## src/rtl/convolve_pkg.sv

```systemverilog
// Shared definitions for the convolution controller: FSM encoding, the fixed
// post-accumulation shift and the default subframe geometry.
package convolve_pkg;

    typedef enum logic [3:0] {
        IDLE,
        INIT,
        RD_X,
        RD_H,
        MAC,
        SHL_GO,
        SHL_WAIT,
        WRITE,
        FIN
    } convState;

    localparam int SHIFT_AMT  = 3;
    localparam int DEFAULT_L  = 40;
    localparam int DEFAULT_AW = 11;

    // y[n] is the high half of the shifted accumulator, stored sign-extended
    function automatic logic [31:0] sextHigh(input logic [31:0] v);
        return {{16{v[31]}}, v[31:16]};
    endfunction

endpackage

```

## src/rtl/convolve_ctrl.sv

```systemverilog
// Sequencer for y[n] = L_shl(sum x[i]*h[n-i], 3) over a shared scratch memory.
// Optional cycle counter output enabled by CONVOLVE_CTRL_CYCCNT_EN.
module convolve_ctrl
    import convolve_pkg::*;
#(
    parameter int L  = DEFAULT_L,
    parameter int AW = DEFAULT_AW
) (
    input  logic          clk,
    input  logic          reset,
`ifdef CONVOLVE_CTRL_CYCCNT_EN
    output logic [15:0]   cycleCount,
`endif
    input  logic          start,
    input  logic [AW-1:0] xAddr,
    input  logic [AW-1:0] hAddr,
    input  logic [AW-1:0] yAddr,
    output logic          done,
    output logic          busy,
    output logic [AW-1:0] memReadAddr,
    input  logic [31:0]   memIn,
    output logic [AW-1:0] memWriteAddr,
    output logic          memWriteEn,
    output logic [31:0]   memOut,
    output logic [15:0]   L_macOutA,
    output logic [15:0]   L_macOutB,
    output logic [31:0]   L_macOutC,
    input  logic [31:0]   L_macIn,
    output logic [31:0]   L_shlOutVar1,
    output logic [15:0]   L_shlNumShiftOut,
    output logic          L_shlReady,
    input  logic [31:0]   L_shlIn,
    input  logic          L_shlDone
);

    convState             state;
    logic [AW-1:0]        xBase;
    logic [AW-1:0]        hBase;
    logic [AW-1:0]        yBase;
    logic [6:0]           nIdx;
    logic [6:0]           iIdx;
    logic signed [31:0]   acc;
    logic signed [15:0]   xs;
    logic                 unusedBits;

    assign unusedBits = ^{memIn[31:16], L_shlIn[15:0]};

    // h[n-i] arrives on memIn during MAC, so it feeds L_mac straight through
    assign L_macOutA = xs;
    assign L_macOutB = (state == MAC) ? memIn[15:0] : 16'd0;
    assign L_macOutC = acc;

    always_ff @(posedge clk) begin
        if (reset) begin
            state            <= IDLE;
            xBase            <= '0;
            hBase            <= '0;
            yBase            <= '0;
            nIdx             <= '0;
            iIdx             <= '0;
            acc              <= '0;
            xs               <= '0;
            done             <= 1'b0;
            busy             <= 1'b0;
            memReadAddr      <= '0;
            memWriteAddr     <= '0;
            memWriteEn       <= 1'b0;
            memOut           <= '0;
            L_shlOutVar1     <= '0;
            L_shlNumShiftOut <= '0;
            L_shlReady       <= 1'b0;
        end else begin
            memWriteEn <= 1'b0;
            L_shlReady <= 1'b0;
            done       <= 1'b0;
            case (state)
                IDLE: begin
                    if (start) begin
                        xBase <= xAddr;
                        hBase <= hAddr;
                        yBase <= yAddr;
                        nIdx  <= '0;
                        busy  <= 1'b1;
                        state <= INIT;
                    end
                end
                INIT: begin
                    acc         <= '0;
                    iIdx        <= '0;
                    memReadAddr <= xBase;
                    state       <= RD_X;
                end
                RD_X: begin
                    memReadAddr <= hBase + AW'(nIdx - iIdx);
                    state       <= RD_H;
                end
                RD_H: begin
                    xs    <= memIn[15:0];
                    state <= MAC;
                end
                MAC: begin
                    acc <= L_macIn;
                    if (iIdx == nIdx) begin
                        L_shlOutVar1     <= L_macIn;
                        L_shlNumShiftOut <= 16'(SHIFT_AMT);
                        L_shlReady       <= 1'b1;
                        state            <= SHL_GO;
                    end else begin
                        iIdx        <= iIdx + 7'd1;
                        memReadAddr <= xBase + AW'(iIdx + 7'd1);
                        state       <= RD_X;
                    end
                end
                SHL_GO: begin
                    state <= SHL_WAIT;
                end
                SHL_WAIT: begin
                    if (L_shlDone) begin
                        memWriteEn   <= 1'b1;
                        memWriteAddr <= yBase + AW'(nIdx);
                        memOut       <= sextHigh(L_shlIn);
                        state        <= WRITE;
                    end
                end
                WRITE: begin
                    if (nIdx == 7'(L - 1)) begin
                        done  <= 1'b1;
                        state <= FIN;
                    end else begin
                        nIdx  <= nIdx + 7'd1;
                        state <= INIT;
                    end
                end
                FIN: begin
                    busy  <= 1'b0;
                    state <= IDLE;
                end
                default: state <= IDLE;
            endcase
        end
    end

`ifdef CONVOLVE_CTRL_CYCCNT_EN
    always_ff @(posedge clk) begin
        if (reset) begin
            cycleCount <= '0;
        end else if (state == IDLE && start) begin
            cycleCount <= '0;
        end else if (busy && cycleCount != 16'hFFFF) begin
            cycleCount <= cycleCount + 16'd1;
        end
    end
`endif

endmodule

```

## config.mk

```make
export PLATFORM = sky130hd
export DESIGN_NAME = convolve_ctrl
export DESIGN_NICKNAME = d
export VERILOG_FILES = /design/src/rtl/convolve_pkg.sv /design/src/rtl/convolve_ctrl.sv
export SDC_FILE = /design/constraint.sdc
export NUM_CORES = 1
export LEC_CHECK = 0
export BUFFER_PORTS_ARGS = -buffer_cell sky130_fd_sc_hd__buf_2
export CORE_ASPECT_RATIO = 0.5
export CORE_MARGIN = 3
export CORE_UTILIZATION = 40
export DETAILED_ROUTE_END_ITERATION = 8
export PLACE_DENSITY = 0.77
export SYNTH_ARGS = -nofsm -noshare
export SYNTH_HDL_FRONTEND = slang
export SYNTH_SLANG_ARGS = --single-unit
```

## constraint.sdc

```tcl
create_clock -name clk -period 3.5 [get_ports clk]
set_input_delay 0.175 -clock clk [delete_from_list [all_inputs] [get_ports clk]]
set_output_delay 0.175 -clock clk [all_outputs]
set_load 0.01 [all_outputs]
```

Word-level counts from Yosys, hierarchy flattened
Index checks and enable logic that the tools add are counted.
{"block": "totals", "ff_bits": 174, "input_bits": 133, "word_cells": 76}
{"block": "op_classes", "add_sub_neg": 7, "eq_ne": 14, "mux": 19, "bitwise_logic": 3, "n_reduce_logical": 16}
{"op": "case mux 32 bit (2 select lines)", "count": 1}
{"op": "case mux 11 bit (3 select lines)", "count": 1}
{"op": "case mux 4 bit (8 select lines)", "count": 1}
{"op": "case mux 7 bit (2 select lines)", "count": 2}
{"op": "two-way mux 7 bit", "count": 3}
{"op": "== test 4 x 3 -> 1 bit (second input constant)", "count": 4}
{"op": "two-way mux 16 bit", "count": 1}
{"op": "adder 7 x 1 -> 7 bit (second input constant)", "count": 2}
{"op": "AND reduction 2 bit", "count": 7}
{"op": "two-way mux 4 bit", "count": 3}
{"op": "adder 11 bit", "count": 1}
{"op": "adder 11 x 7 -> 11 bit", "count": 1}
{"op": "adder 11 x 8 -> 11 bit", "count": 1}
{"op": "two-way mux 11 bit", "count": 1}
{"op": "adder 7 x 1 -> 8 bit (second input constant)", "count": 1}
{"op": "== test 4 x 2 -> 1 bit (second input constant)", "count": 2}
{"op": "inequality test 2 bit (second input constant)", "count": 4}
{"op": "subtractor 7 x 7 -> 8 bit", "count": 1}
{"op": "== test 7 x 6 -> 1 bit (second input constant)", "count": 1}
{"op": "== test 7 bit", "count": 1}
{"op": "nonzero test 2 bit", "count": 3}
{"op": "OR reduction 2 bit", "count": 3}
{"op": "== test 4 x 1 -> 1 bit (second input constant)", "count": 1}
{"op": "== test 4 bit (second input constant)", "count": 1}
{"op": "other kinds (7)", "count": 12}

Longest topological paths before layout
{"block": "depth", "ltp_word": 4, "depth_mapped": 15, "ltp_nobuf": 15}

Worst setup path before layout
No wires, ideal clock.
{"block": "synth_path", "kind": "flip-flop to flip-flop", "start": "register nIdx[0]", "end": "register memReadAddr[10]", "t_arrival_ns": 2.985, "required_time_ns": 3.399, "setup_slack_ns": 0.414, "path_stages_with_launch": 16, "synth_period_minus_slack_ns": 3.086, "path_cell_list": "dfxtp_1 > inv_1 > ha_1 > inv_1 > fa_1 > a21o_1 > a21oi_1 > o21ai_0 > a21oi_1 > xnor2_1 > ha_1 > and3_1 > a221o_1 > a221oi_1 > a32oi_1 > o41ai_1"}
{"block": "synth_between", "elab_chain_len": 3, "elab_cells_between_ends": 6}
{"item": "start, declared", "line_no": "convolve_ctrl.sv:40", "source": "logic [6:0] nIdx;"}
{"item": "start signal, assigned", "line_no": "convolve_ctrl.sv:130", "source": "nIdx <= nIdx + 7'd1;"}
{"item": "subtractor 7 x 7 -> 8 bit / == test 7 bit (equally long branches)", "line_no": "convolve_ctrl.sv:94, convolve_ctrl.sv:103"}
{"item": "adder 11 bit / inequality test 2 bit (equally long branches)"}
{"item": "case mux 11 bit (3 select lines) / AND reduction 2 bit (equally long branches)"}
{"item": "end signal, assigned", "line_no": "convolve_ctrl.sv:90", "source": "memReadAddr <= xBase;"}
{"item": "end signal, assigned", "line_no": "convolve_ctrl.sv:94", "source": "memReadAddr <= hBase + AW'(nIdx - iIdx);"}
{"item": "end signal, assigned", "line_no": "convolve_ctrl.sv:110", "source": "memReadAddr <= xBase + AW'(iIdx + 7'd1);"}
{"item": "end, declared", "line_no": "convolve_ctrl.sv:20", "source": "output logic [AW-1:0] memReadAddr,"}
Parallel ways exist; a longest one is shown, timed or not.
A chain may end at the register's enable or synchronous reset.

Final worst setup path
{"block": "layout_path", "start": "register nIdx[0]", "end": "register memReadAddr[8]"}
The elaborated chain is that of the path after synthesis.

==> run_results.csv <==
group,metric,value,unit
pwr,vdd_drop_max,245,uV
status,status,"completed",
global_routing,antenna_found_initial,0,
worst_setup_path,required,3.77,ns
floorplan,rows,36,
global_routing,overflow,0,
yosys,synth_compound_area_share,19.1,%
yosys,yosysSeqAreaShare,42.0,%
worst_setup_path,crit_fanout,5,
worst_setup_path,cp_slowest_stage_delay,0.40,ns
yosys,async_reset_ff_share,0,%
worst_setup_path,worstPathArrival,3.62,ns
layout,antennaDiodeCount,0,
layout,final_nets,1496,
global_routing,grt_pass1_wl,39400,um
worst_hold_path,hold_class,"in2reg",
routing,wire_per_inst,15.3,um
yosys,synth_top_area_share,42.0,%
pwr,power,5.58,mW
worst_setup_path,startpoint,"nIdx[0]",
floorplan,dieArea,22600,um2
routing,drc,0,
worst_setup_path,cp_num_buf_inv,3,
worst_setup_path,crit_path_cell_trace,"inv_1 -> ha_1 -> inv_1 -> fa_1 -> a21o_1 -> a21oi_2 -> o21ai_0 -> a21oi_1 -> xnor2_1 -> ha_1 -> buf_4 -> a221o_1 -> a21o_1 -> a21oi_1 -> a41oi_1",
sta,hold_violations,0,
cts,cts_tree,"done",
layout,fin_area,11000,um2
worst_setup_path,path_class,"reg2reg",
routing,vias,8408,
cts,cts_max_path_buffers,2,
yosys,synthTopCellsByArea,"dfxtp_1, nand2_1, a21oi_1",
placed_design,finalWeightedCongestion,0.866,
placed_design,placement.io_buffers,256,
yosys,yosys.area_share.xor_xnor,2.64,%
placed_design,place_worst_setup_slack,0.0722,ns
routing,wl,24600,um
pwr,power_density,510,nW/um2
worst_setup_path,rr_endpoint,"memReadAddr[8]",
yosys,ys_warn_count,0,
yosys,synth_simple_gate_area_share,22.4,%
global_routing,grt_util_all_layers,21.2,%
routing,viasPerCell,5.24,
worst_setup_path,cp-end-kind,"register",
cts,cts_root_buf,"clkbuf_16",
yosys,synth_area,8290,um2
worst_hold_path,whs_path_depth,3,
layout,ff_latch_area,3480,um2
sta,layout_min_cycle_time,3.35,ns
floorplan,ios,303,
routing,drtAntennaViolNets,0,
floorplan,fp.dieH,108,um
layout,multi_input_area,4240,um2
layout,drive_gt1_share,23.3,%
sta,finalSetupViolations,0,
routing,drtPass1Iterations,5,
cts,worst_skew_pair.late_latency,0.43,ns
worst_setup_path,reg2reg_slack,0.15,ns
sta,relSlewSlack,18.2,%
placed_design,dp_hpwl,16300,um
run,max_cap_viol_count,0,
placed_design,dpl-instance-area,9500,um2
floorplan,core-area,19900,um2
cts,cts_sinks,174,
floorplan,die-width,210,um
worst_setup_path,reg2reg_from,"nIdx[0]",
yosys,synth_area_leader_cell,"dfxtp_1",
layout,syn2layout_area_growth,32.1,%
sta,finClkSkew,0.00909,ns
yosys,syn_avg_cell_area,8.05,um2
worst_setup_path,start_kind,"register",
worst_setup_path,slowest_stage,"fa_1",
cts,path_clk_slew,0.07,ns
worst_setup_path,crit_cells,15,
global_routing,grt_pass1_vias,8040,
pwr,p_leak,4.85,nW
yosys,synth_cell_types,65,
worst_setup_path,reg2reg_depth,15,
yosys,syn_inst,1030,
yosys,synth-main-ff-cell,"dfxtp_1",
sta,tightest_slew,1.23,ns
sta,drv_slew,0,
global_routing,grt_max_degree,106,
yosys,synth_top_family_by_area,"simple AND/OR/NAND/NOR gates",
yosys,synth_edf_count,0,
sta,fmax,0.299,GHz
yosys,muxShareOfSynthArea,0,%
yosys,synth_seq_cells,174,
sta,setup_slack,0.155,ns
cts,htreeDepth,4,
yosys,yosys.area_share.adder,6.10,%
layout,fillers,1774,
cts,cts_buffers,17,
worst_setup_path,critical_path.top_delay_family,"compound AO/OA/AOI/OAI gates",
routing,initialDrtViolationCount,673,
worst_setup_path,endpoint,"memReadAddr[8]",
sta,finalCritPeriodShare,95.6,%
floorplan,initial_utilization,41.6,%
[placed cells by master (no fill, tap or decap), types with 22 or more instances in the layout]
master / instances
nand3_1: 23
o21ai_0: 22
buf_2: 255
a21oi_1: 134
inv_1: 27
dlygate4sd3_1: 87
dfxtp_1: 173
nor2_1: 83
a22oi_1: 35
ha_1: 34
nand2_1: 226
[cell type report]
| cell class | count | share of cell area, % |
|---|---|---|
| Clock buffer | 20 | 4.08 |
| Clock inverter | 12 | 1.03 |
| Inverter | 27 | 0.926 |
| Multi-Input combinational cell | 753 | 38.7 |
| Sequential cell | 174 | 31.8 |
| Tap cell | 266 | 3.04 |
| Timing Repair Buffer | 352 | 20.4 |
[stage by stage]
step,cells,utilization [%],TNS [ns],hold slack (ns)
final,1604,55.0,0,0.0156
after global routing,1604,55.0,-0.0582,0.00858
after CTS,1603,54.9,0,0.000915
after detailed placement,1484,47.7,0,0.421
after global placement,1484,47.7,0,0.416
after floorplan,1043,-,0,0.311
[state kept, by name (all words and copies together) (netlist names), 11 cells and up]
| name | count |
|---|---|
| memOut | 16 |
| L_shlOutVar1 | 32 |
| memWriteAddr | 11 |
| yBase | 11 |
| L_macOutC | 32 |
| L_macOutA | 16 |
| hBase | 11 |
| memReadAddr | 11 |
| xBase | 11 |
[cells in the mapped netlist (2+ instances only)]
cell type / count
a211oi_1: 11
o21ai_0: 22
o21bai_1: 3
o22ai_1: 2
dfxtp_1: 174
inv_1: 27
clkbuf_1: 33
a311oi_1: 3
o21ai_1: 3
or3_1: 8
nand2_1: 226
o211ai_1: 5
nor2b_1: 6
o211a_1: 2
o41ai_1: 2
a31oi_1: 8
ha_1: 34
nor3b_1: 2
nor4b_1: 2
buf_4: 33
a21oi_1: 135
a22oi_1: 35
and3_1: 9
nand4_1: 6
nor2_1: 83
and2_1: 17
fa_1: 4
xor2_1: 11
nor4_1: 4
nand2b_1: 6
nand3_1: 23
nor3_1: 10
a2111o_1: 2
o21a_1: 3
buf_2: 16
xnor2_1: 14
a21o_1: 9
buf_6: 7
a221oi_1: 4
[worst min path at each step]
stage                           start               end  slack [ns]
final                      L_macIn[1]   L_shlOutVar1[1]        0.02
after global routing      L_macIn[31]  L_shlOutVar1[31]       0.009
after CTS                  L_macIn[1]   L_shlOutVar1[1]      0.0009
after detailed placement     hAddr[7]          hBase[7]        0.42
after global placement       hAddr[0]          hBase[0]        0.42
after floorplan              hAddr[0]          hBase[0]        0.31
[logic make-up (layout without fill, tap and decap cells)]
family	Yosys count	after routing
XOR/XNOR	25	25
flip-flops	174	174
adder cells (fa/ha/maj)	38	38
other	1	14
AND/OR/NAND/NOR	416	416
AO/OA/AOI/OAI	260	260
buffers and inverters	116	411
[what timing repair did]
action | in CTS | in global routing
hold buffers | 87 | 0
endpoints found under the hold margin | 93 | 0
endpoints found under the setup margin | 0 | 2
resized for setup | 0 | 4
setup buffers | 0 | 1
[power by group]
group,switching [mW],internal [mW]
Sequential,0.170,2.19
Combinational,0.850,0.539
Clock,0.833,1.00
[routing by layer]
layer	track usage [%]	wire length, um	up-vias
li1	-	-	4083
met5	0	0	-
met1	25.9	10300	3945
met3	4.22	1580	56
met2	37.0	12100	324
met4	8.40	617	0
[worst min-delay path, delay by kind of cell]
family | cells | cell delay (ns)
AO/OA/AOI/OAI | 1 | 0.06
buffers and inverters | 1 | 0.10
AND/OR/NAND/NOR | 1 | 0.06
Power figures use the tool's default switching activity.
